### config.mk
export PLATFORM = sky130hd
export DESIGN_NAME = keypad_scanner
export DESIGN_NICKNAME = d
export VERILOG_FILES = /design/src/rtl/keypad_scanner.sv
export SDC_FILE = /design/constraint.sdc
export NUM_CORES = 1
export LEC_CHECK = 0
export ABC_CLOCK_PERIOD_IN_PS = 2700
export BUFFER_PORTS_ARGS = -buffer_cell sky130_fd_sc_hd__buf_2
export CORE_ASPECT_RATIO = 0.75
export CORE_UTILIZATION = 59
export CTS_CLUSTER_SIZE = 24
export DETAILED_ROUTE_END_ITERATION = 7
export HOLD_SLACK_MARGIN = 0.03
export MAX_ROUTING_LAYER = met4
export PLACE_DENSITY = 0.84
export RECOVER_POWER = 50
export SLEW_MARGIN = 20
export SYNTH_ARGS = -nofsm -noshare
export SYNTH_HDL_FRONTEND = slang
export SYNTH_SLANG_ARGS = --single-unit
### constraint.sdc
create_clock -name clk -period 2.7 [get_ports clk]
set_clock_uncertainty 0.2 [all_clocks]
set_input_delay 0 -clock clk [delete_from_list [all_inputs] [get_ports clk]]
set_output_delay 0 -clock clk [all_outputs]
set_load 0.02 [all_outputs]
### src/rtl/keypad_scanner.sv
// keypad_scanner: 4x4 matrix keypad column scan, debounce and key strobe.
// Runs on the divided slow clock; rows are active-low with pull-ups.
module keypad_scanner #(
  parameter int DEBOUNCE_CYCLES = 8,
  parameter int DWELL_CYCLES    = 3
) (
  input  logic       clk,
  input  logic       reset,
  input  logic [3:0] rows,
  output logic [3:0] cols,
  output logic [3:0] key_code,
  output logic       key_valid,
  output logic       key_held
);

  typedef enum logic [1:0] {
    SCAN,
    DEBOUNCE,
    HELD,
    RELEASE
  } state_t;

  localparam logic [7:0] DWELL_LAST = 8'(DWELL_CYCLES - 1);
  localparam logic [7:0] DEB_DONE   = 8'(DEBOUNCE_CYCLES);

  state_t     state, state_n;
  logic [1:0] col_idx, col_n;
  logic [1:0] row_idx, row_n;
  logic [7:0] dwell, dwell_n;
  logic [7:0] deb, deb_n;
  logic [3:0] rows_m, rows_s;
  logic [3:0] code_n;
  logic       valid_n;
  logic       held_n;
  logic       row_low;

  function automatic logic [3:0] key_map(
    input logic [1:0] r,
    input logic [1:0] c
  );
    logic [3:0] k;
    k = 4'h0;
    unique case ({r, c})
      4'h0: k = 4'h1;
      4'h1: k = 4'h2;
      4'h2: k = 4'h3;
      4'h3: k = 4'hA;
      4'h4: k = 4'h4;
      4'h5: k = 4'h5;
      4'h6: k = 4'h6;
      4'h7: k = 4'hB;
      4'h8: k = 4'h7;
      4'h9: k = 4'h8;
      4'hA: k = 4'h9;
      4'hB: k = 4'hC;
      4'hC: k = 4'hE;
      4'hD: k = 4'h0;
      4'hE: k = 4'hF;
      4'hF: k = 4'hD;
    endcase
    return k;
  endfunction

  // Only the latched row matters once a key is found.
  assign row_low = ~rows_s[row_idx];

  always_comb begin
    state_n = state;
    col_n   = col_idx;
    row_n   = row_idx;
    dwell_n = dwell;
    deb_n   = deb;
    code_n  = key_code;
    valid_n = 1'b0;
    held_n  = key_held;
    unique case (state)
      SCAN: begin
        dwell_n = dwell + 8'd1;
        if (dwell == DWELL_LAST) begin
          dwell_n = 8'd0;
          if (rows_s == 4'b1111) begin
            col_n = col_idx + 2'd1;
          end else begin
            priority case (1'b1)
              !rows_s[0]: row_n = 2'd0;
              !rows_s[1]: row_n = 2'd1;
              !rows_s[2]: row_n = 2'd2;
              default:    row_n = 2'd3;
            endcase
            deb_n   = 8'd1;
            state_n = DEBOUNCE;
          end
        end
      end
      DEBOUNCE: begin
        if (row_low) begin
          deb_n = deb + 8'd1;
          if (deb_n == DEB_DONE) begin
            code_n  = key_map(row_idx, col_idx);
            valid_n = 1'b1;
            held_n  = 1'b1;
            state_n = HELD;
          end
        end else begin
          dwell_n = 8'd0;
          state_n = SCAN;
        end
      end
      HELD: begin
        if (!row_low) begin
          deb_n   = 8'd1;
          state_n = RELEASE;
        end
      end
      RELEASE: begin
        if (!row_low) begin
          deb_n = deb + 8'd1;
          if (deb_n == DEB_DONE) begin
            held_n  = 1'b0;
            col_n   = 2'd0;
            dwell_n = 8'd0;
            state_n = SCAN;
          end
        end else begin
          state_n = HELD;
        end
      end
      default: state_n = SCAN;
    endcase
  end

  always_ff @(posedge clk) begin
    if (!reset) begin
      state     <= SCAN;
      col_idx   <= 2'd0;
      row_idx   <= 2'd0;
      dwell     <= 8'd0;
      deb       <= 8'd0;
      rows_m    <= 4'b1111;
      rows_s    <= 4'b1111;
      cols      <= 4'b1110;
      key_code  <= 4'h0;
      key_valid <= 1'b0;
      key_held  <= 1'b0;
    end else begin
      rows_m    <= rows;
      rows_s    <= rows_m;
      state     <= state_n;
      col_idx   <= col_n;
      row_idx   <= row_n;
      dwell     <= dwell_n;
      deb       <= deb_n;
      cols      <= ~(4'b0001 << col_n);
      key_code  <= code_n;
      key_valid <= valid_n;
      key_held  <= held_n;
    end
  end

endmodule

==> flow_results.org, run 1 <==
** Run status
- Status :: completed

** STA
- Slew @ Worst Pin :: ~0.96 ns
- Share of the clock period used by the worst path :: 0.945
- After layout, the worst setup slack is around 0.15 ns.
- Setup violations remaining at the end of the flow were counted as 0.
- Number of hold-slack violations in the final timing report :: 0
- Timing would allow up to about 390 MHz.
- Summed over all failing endpoints, the final setup total negative slack is 0 ns.
- Worst relative slew slack :: 0.358
- Setup repair after global routing left no endpoint under its margin.
- The total count of max-transition violations in the final report was 0.
- The worst path in the final design needs a cycle of 2.55 ns, including I/O delays and setup.

** Logic synthesis
- After synthesis, the largest family of logic cells by area is simple AND/OR/NAND/NOR gates.
- Synthesis handed over a netlist of ~250 instances.
- Library cell with the largest summed area after synthesis :: dfxtp_1
- Post-synthesis sequential area ratio :: 0.363
- Adder and majority gate portion of the synthesized area :: 0.0795
- Compound-gate portion of the synthesized area :: 0.172
- After synthesis, the cell types taking the most area are dfxtp_1 (36%), ha_1 (7.9%), nand2b_1 (4.0%), mux2i_1 (3.6%), nand2_1 (3.4%).
- Synth unique cells :: between 50 and 60
- In this run, synthesis inferred 0 flip-flops with an integrated enable.
- After synthesis, the most frequently instantiated cells are dfxtp_1 (40), nand2_1 (20), nor2_1 (18).
- Among all flip-flop cells after synthesis, the most frequent one is dfxtp_1.
- Mean instance size in the synthesized netlist :: 8.93 um2
- Share of Yosys cell area claimed by the top area cell type :: 0.363
- Xor and xnor fraction of the mapped netlist area :: 0.00795
- In the synthesized netlist the async set-or-reset flop fraction comes to 0.
- In this run, synthesis produced a sequential element count of 40.
- Counting every net in the synthesized netlist gives approximately 270.
- The cell area that synthesis handed to floorplanning was between 2000 and 2500 um2.
- After synthesis, the share of cell area in mux cells is 0.0874.
- During synthesis, Yosys emitted a total of 0 warnings.
- Of the total synthesized cell area, the portion taken by AND, OR, NAND and NOR gates is 0.246.
- Most frequently used cell type in the post-synthesis netlist :: dfxtp_1

** Cells and area
- Final layout net count :: 290
- Fill cells in the final layout number 271.
- 0 antenna diodes ended up in the layout.
- In the final layout, flip-flops and latches occupy 801 um2.
- Total area of multi-input combinational cells :: roughly 1300 um2
- Of the cells placed in the final design, the portion with a size suffix greater than 1 is 0.118.
- Compared with the post-synthesis result, the final layout area differs by 13.7%.

** Critical path
- STA classifies the critical path startpoint as a flip-flop.
- In this run the worst path has a maximum fanout of 5.
- The critical path is of the flip-flop to flip-flop type.
- At the worst endpoint, the required time is 2.67 ns.
- Kind of capture point of the worst setup path :: flip-flop
- Data arrives at the worst endpoint at 2.52 ns.

** Routing
- In the final routed layout, each cell accounts on average for roughly 13 um.
- For this block, the initial DRC count from the detailed router was 109.
- The first detailed-routing pass took 4 iterations.
- In this run the remaining antenna-violating nets after routing total 0.
- Via density :: about 5.7
- Total routed wirelength :: roughly 4.3 mm
- For this run, design rule violations remaining after detail routing come to 0.
- Across all layers, the routed design uses between 1500 and 2000 vias.

** Place
- Routability-driven placement finished with a final weighted congestion of slightly above 0.8.
- Summed over all nets, the half-perimeter wirelength after detailed placement is a little over 3 mm.
- Count of buffers from port buffering :: 15
- OpenSTA, run right after detailed placement, puts the worst setup slack at between 0.2 and 0.25 ns.

** Global route
- Via count of the first global-routing pass :: roughly 1500
- Summed over all layers, the global routing overflow is 0.
- Number of antenna violations at the first check in global routing :: 0
- Wire length of the first global-routing pass :: between 7 and 8 mm
- For this run, the total global-route usage over all layers was measured as 0.244.
- Entering global routing, the biggest net connects 25 pins.

** Floorplan
- Horizontal extent of the die :: approximately 73 um
- In this run the core area contains 18 standard-cell rows.
- Floorplan die height :: ~55 um
- I/O pin cnt :: 16
- Die area :: about 4000 um2
- The total area inside the core boundary comes to 3420 um2.
- For this configuration, the core starts out at a cell density of 0.644.

** Clock network
- Root buffer selected by CTS :: clkbuf_8
- TritonCTS clock tree :: yes
- Clock input transition at the sequential cells of the worst setup and hold paths :: approximately 0.080 ns
- Number of H-tree branching levels :: 2
- Counting the buffers created by CTS gives 5.
- Insertion delay of the later-clocked pin in the worst-skew pair :: between 0.2 and 0.3 ns
- Post-CTS timing repair inserted 0 buffers for setup.
- CTS max path bufs :: 2
- Number of resized instances in the post-cts repair step :: 0
- The tree built by TritonCTS fans out to 40 sinks.
- After clock tree synthesis, the flow added hold-fix buffers numbering 9.

** Power and ir drop
- Of the total power, the share spent switching nets is 0.328.
- The share of total power dissipated in the clock network is 0.276.
- For this design the total switching power over the nets is around 0.00056 W.
- Seq pwr share :: 0.409
- Summing internal, switching and leakage power gives roughly 0.0017 W.
- Portion of total power attributed to combinational logic :: 0.314
- Power Density :: ~700 nW/um2
- Static leakage :: between 1 and 1.5 nW
- VDD IR max :: 561 uV
- Internal portion of total power :: between 0.001 and 0.0015 W

** Flow run
- Max-cap check violation count :: 0

** Hold path
- Class of the most critical hold timing path :: flip-flop to flip-flop
-- per-layer routing --
layer  vias up  global-route usage  part of all wire
met4         0              0.0882             0.014
li1        933                   -                 -
met1       860               0.336              0.51
met5         -                   -                 0
met3         7              0.0489             0.055
met2        45               0.357              0.42
-- logic make-up after synthesis --
logic type	Yosys count
XOR/XNOR	2
multiplexers	16
flip-flops	40
adder cells (fa/ha/maj)	14
AND/OR/NAND/NOR	96
AO/OA/AOI/OAI	54
buffers and inverters	25
-- layout by cell type (no fill, tap or decap), types with 3 or more instances in the layout --
cell type	synthesis	final
dfxtp_1	40	40
nand2_1	20	20
nor2_1	18	18
nand2b_1	14	14
ha_1	14	14
inv_1	12	12
clkbuf_1	9	12
a21oi_1	11	11
nand3_1	10	10
o21ai_0	9	10
dlygate4sd3_1	0	9
mux2i_1	8	8
mux2_2	6	6
nor3_1	5	5
clkbuf_8	0	5
buf_4	0	5
o211a_1	4	4
a211oi_1	4	4
buf_2	3	4
or3_1	3	3
a31oi_1	3	3
o21a_1	3	3
a21o_1	3	3
and2_1	3	3
-- worst max-delay path, cell delays in order, from the launching register on --
cell and delay [ns]:
dfxtp_1 0.39, ha_1 0.16, or4b_1 0.51, nor3b_2 0.27, mux2_2 0.36, o221ai_1 0.08, or3b_2 0.46
-- power groups by stage --
stage                     combinational, W  clock [W]  sequential [W]
after global placement            0.000522          0        0.000711
after global routing              0.000601   0.000509        0.000712
after CTS                         0.000544   0.000487        0.000702
final                             0.000540   0.000475        0.000703
after detailed placement          0.000532          0        0.000716
after floorplan                   0.000404          0        0.000705
-- registers in the layout (all words and copies together), names as in the netlist, named ones only --
signal	cells
deb	8
dwell	8
cols	4
key_code	4
rows_m	4
rows_s	4
col_idx	2
row_idx	2
key_held	1
key_valid	1
state	1
-- layout make-up --
type                       instances  share of cell area
sequential                        40               0.319
timing repair buffer              29              0.0753
multi-input combinational        182               0.519
inverter                          12              0.0180
clock inverter                     2              0.0140
clock buffer                       6              0.0289
tap                               50              0.0250
-- path summary, 6_finish.rpt --
| kind | from | end | slack [ns] | depth (start not counted) |
|---|---|---|---|---|
| min reg2reg | rows_m[3] | rows_s[3] | 0.21 | 1 |
| max reg2reg | dwell[1] | cols[1] | 0.15 | 6 |
| min | rows_m[3] | rows_s[3] | 0.21 | 1 |
| max | dwell[1] | cols[1] | 0.15 | 6 |
-- through the flow --
stage	cells	hold WS, ns	utilization	cell area [um2]
3_5_place_dp	304	-0.0167	0.680	2330
5_1_grt	321	0.226	0.732	2510
6_report	321	0.214	0.732	2510
3_3_place_gp	304	-0.0213	0.680	2330
4_1_cts	321	0.220	0.738	2520
2_1_floorplan	247	-0.127	-	2200
Note: power is estimated with default switching activity, not from simulation.
==> run 2, diff against run 1 <==
==> constraint.sdc (replaced) <==
create_clock -name clk -period 2.7 [get_ports clk]
set_clock_uncertainty 0.2 [all_clocks]
set_input_delay 0.135 -clock clk [delete_from_list [all_inputs] [get_ports clk]]
set_output_delay 0.135 -clock clk [all_outputs]
set_load 0.02 [all_outputs]
==> run 2 against run 1 <==
Core utilization shrank 0.66 points. Wire length up 4.9%. Clock power down 21%. Power is 4.8% lower. Sequential cell count did not move. Worst setup slack gained 0.025 ns. Sequential power barely moved. Die area unchanged. Critical path depth did not move. Critical endpoint unchanged. Largest cell class unchanged. Largest power group unchanged.
==> flow_results.org, run 2 (synthesized netlist as in run 1, its figures left out) <==
** Clock network
- The quantity of gates resized following cts came to 0 (unchanged).
- Clock input transition at the sequential cells of the worst setup and hold paths :: 0.07 ns (was 0.08 ns)
- The TritonCTS clock tree was yes (unchanged).
- The number of buffers created by CTS came to 5 (unchanged).
- The maximum buffer depth of the clock tree was 2 (unchanged).
- The H-tree level count was 2 (unchanged).
- Root buffer selected by CTS :: clkbuf_8 (unchanged)
- The clock latency reported for the late side of the worst-skew pair was 0.30 ns (was 0.29 ns).
- Num Clock Sinks :: 40 (unchanged)

** Cells and area
- The net count of the finished layout is 291 (was 290).
- The final antenna diode count is 0 (unchanged).
- Commonest non-fill, non-tap cell in the layout :: dfxtp_1 (unchanged)
- Utilization after layout :: 0.726 (was 0.732)
- Largest registers: deb x8, dwell x8 (unchanged).
- Most used cells in the layout excluding fill and tap cells: dfxtp_1 (40), nand2_1 (20), nor2_1 (18), nand2b_1 (14), ha_1 (14) (unchanged).
- The area added between synthesis and finish came to 12.7% (was 13.7%).
- Fraction of final layout cells sized beyond drive strength 1 :: 0.118 (unchanged)
- Non-filler instance count after layout :: 321 (unchanged)

** Routing
- The via total after detailed routing was 1817 (was 1845).
- The number of design-rule violations left by the first detailed-router iteration is 179 (was 109).
- Total routed wirelength :: 4.53 mm (was 4.31 mm)
- First-pass DRT Iterations :: 4 (unchanged)
- The count of nets left with antenna violations after detail routing is 0 (unchanged).
- Routed length per instance :: 14.1 um (was 13.4 um)
- The number of vias per cell is 5.66 (was 5.75).
- Post-detailed-route DRC marker count :: 0 (unchanged)

** Global route
- The overflow left after global routing came to 0 (unchanged).
- The initial antenna violation count came to 0 (unchanged).
- Via count of the first global-routing pass :: 1573 (was 1538)
- The total routing usage reported by global routing was 0.258 (was 0.244).
- The largest net degree at the start of global routing came to 25 (unchanged).
- The wire length of the first global-routing pass came to 7.41 mm (was 7.01 mm).

** Floorplan
- The starting utilization of the core area came to 0.644 (unchanged).
- Die area :: 3990 um2 (unchanged)
- Floorplan die height :: 54.9 um (unchanged)
- The die boundary width came to 72.6 um (unchanged).
- Floorplan Core Area :: 3420 um2 (unchanged)
- The cell row count came to 18 (unchanged).
- The number of top-level design ports was 16 (unchanged).

** Place
- Cell count after placement :: 305 (was 304)
- Routability congestion estimate from global placement :: 0.832 (about the same)
- Count of buffers from port buffering :: 15 (unchanged)
- The total half-perimeter wirelength after legalization and detailed placement is 3.11 mm (was 3.02 mm).

** Critical path
- Kind of capture point of the worst setup path :: flip-flop (unchanged)
- Worst-path fanout max :: 5 (unchanged)
- Register-to-Register Setup Slack :: 0.17 ns (was 0.15 ns)
- The destination of the worst register-to-register timing path is cols[1] (unchanged).
- The data required time of the critical path is 2.67 ns (about the same).
- The startpoint of the most critical register-to-register path is dwell[1] (unchanged).
- The worst reg2reg path depth was 6 (unchanged).
- The endpoint arrival time on the critical path came to 2.50 ns (was 2.52 ns).
- Class of the most critical setup path :: flip-flop to flip-flop (unchanged)
- The category of the worst setup path launch point was a flip-flop (unchanged).

** Power and ir drop
- The logic gate share of total power came to 0.340 (was 0.314).
- Static leakage :: 1.02 nW (was 1.03 nW)
- Power consumption :: 0.00163 W (was 0.00172 W)
- The switching component of the power was 0.000573 W (was 0.000563 W).
- Seq pwr share :: 0.430 (was 0.409)
- Internal portion of total power :: 0.00106 W (was 0.00115 W)
- The worst vdd rail ir drop is 488 uV (was 561 uV).
- Power Density :: 658 nW/um2 (was 685 nW/um2)
- The relative contribution of the clock network to total power came to 0.230 (was 0.276).
- The switching power as a share of total power came to 0.350 (was 0.328).

** STA
- RSZ-0062 raised after global routing :: false (unchanged)
- The time the worst path needs with I/O delays and setup is 2.53 ns (was 2.55 ns).
- The share of the cycle needed by the critical path after routing was 0.936 (was 0.945).
- Worst relative slew slack :: 0.358 (about the same)
- The hold violation count in the final report was 0 (unchanged).
- Worst Hold Slack :: 0.211 ns (was 0.214 ns)
- Max-slew violations :: 0 (unchanged)
- The slew of the pin with the lowest slew margin came to 0.963 ns (was 0.964 ns).
- The count of endpoints failing setup in the final report was 0 (unchanged).
- Setup TNS after final layout :: 0 ns (unchanged)
- The achievable frequency was 396 MHz (was 392 MHz).

** Run status
- Status: completed (unchanged).

** Hold path
- The worst hold path depth came to 1 (unchanged).
- Hold Path Origin :: rows_m[1] (was rows_m[3])
- The type of the worst min-delay path is flip-flop to flip-flop (unchanged).
- The destination of the worst hold path is rows_s[1] (was rows_s[3]).

** Flow run
- Max-cap check violation count :: 0 (unchanged)
==> run 2: cell count changes in the layout (fill, tap and decap cells not counted) <==
cell,previous run,this run
bufinv_16,1,0
o21ai_1,0,1
or4b_4,0,1
clkbuf_1,12,13
o21ai_0,10,9
or4b_1,1,0
==> run 2: worst max path at each step <==
stage               startpoint       to  slack (ns)  depth (start not counted)
floorplan             dwell[1]  cols[1]        0.26                          6
global placement      dwell[1]  cols[1]        0.23                          6
detailed placement    dwell[1]  cols[1]        0.20                          6
CTS                   dwell[1]  cols[1]        0.19                          6
global route          dwell[1]  cols[1]        0.07                          6
finish                dwell[1]  cols[1]        0.17                          6
==> run 2: timing repair <==
action	in CTS	in global routing
buffers inserted	0	0
endpoints found under the hold margin	7	0
hold buffers	9	0
==> run 2: per-stage QoR <==
stage                     instance area [um2]  worst slack (ns)
final                                    2480             0.173
after global routing                     2480            0.0657
after CTS                                2500             0.188
after detailed placement                 2330             0.204
after global placement                   2330             0.235
after floorplan                          2200             0.261
==> run 2: final cells by class <==
| type | instances | area [um2] |
|---|---|---|
| sequential | 40 | 801 |
| multi-input combinational | 182 | 1310 |
| fill | 285 | 938 |
| tap | 50 | 62.6 |
| clock inverter | 1 | 5.00 |
| inverter | 12 | 45.0 |
| timing repair buffer | 30 | 193 |
| clock buffer | 6 | 72.6 |
==> run 2: worst max-delay path, cell delays in order, from the launching register on <==
cell and delay [ns]:
dfxtp_1 0.39, ha_1 0.16, or4b_4 0.48, nor3b_2 0.26, mux2_2 0.36, o221ai_1 0.09
or3b_2 0.46
==> run 2: routing by layer <==
layer  vias to the layer above  wire (um)  track usage  share of wire
li1                        929          -            -              -
met1                       833       2340        0.362           0.52
met2                        51       1890        0.364           0.42
met3                         4        255       0.0652          0.056
met4                         0         37       0.0784         0.0082
met5                         -          0            -              0
==> run 2: power by group through the flow <==
stage                     Clock [W]  Sequential, W  Combinational (W)
after global placement            0       0.000711           0.000521
after global routing       0.000404       0.000713           0.000623
after detailed placement          0       0.000715           0.000539
final                      0.000376       0.000702           0.000556
after floorplan                   0       0.000705           0.000404
after CTS                  0.000378       0.000701           0.000548
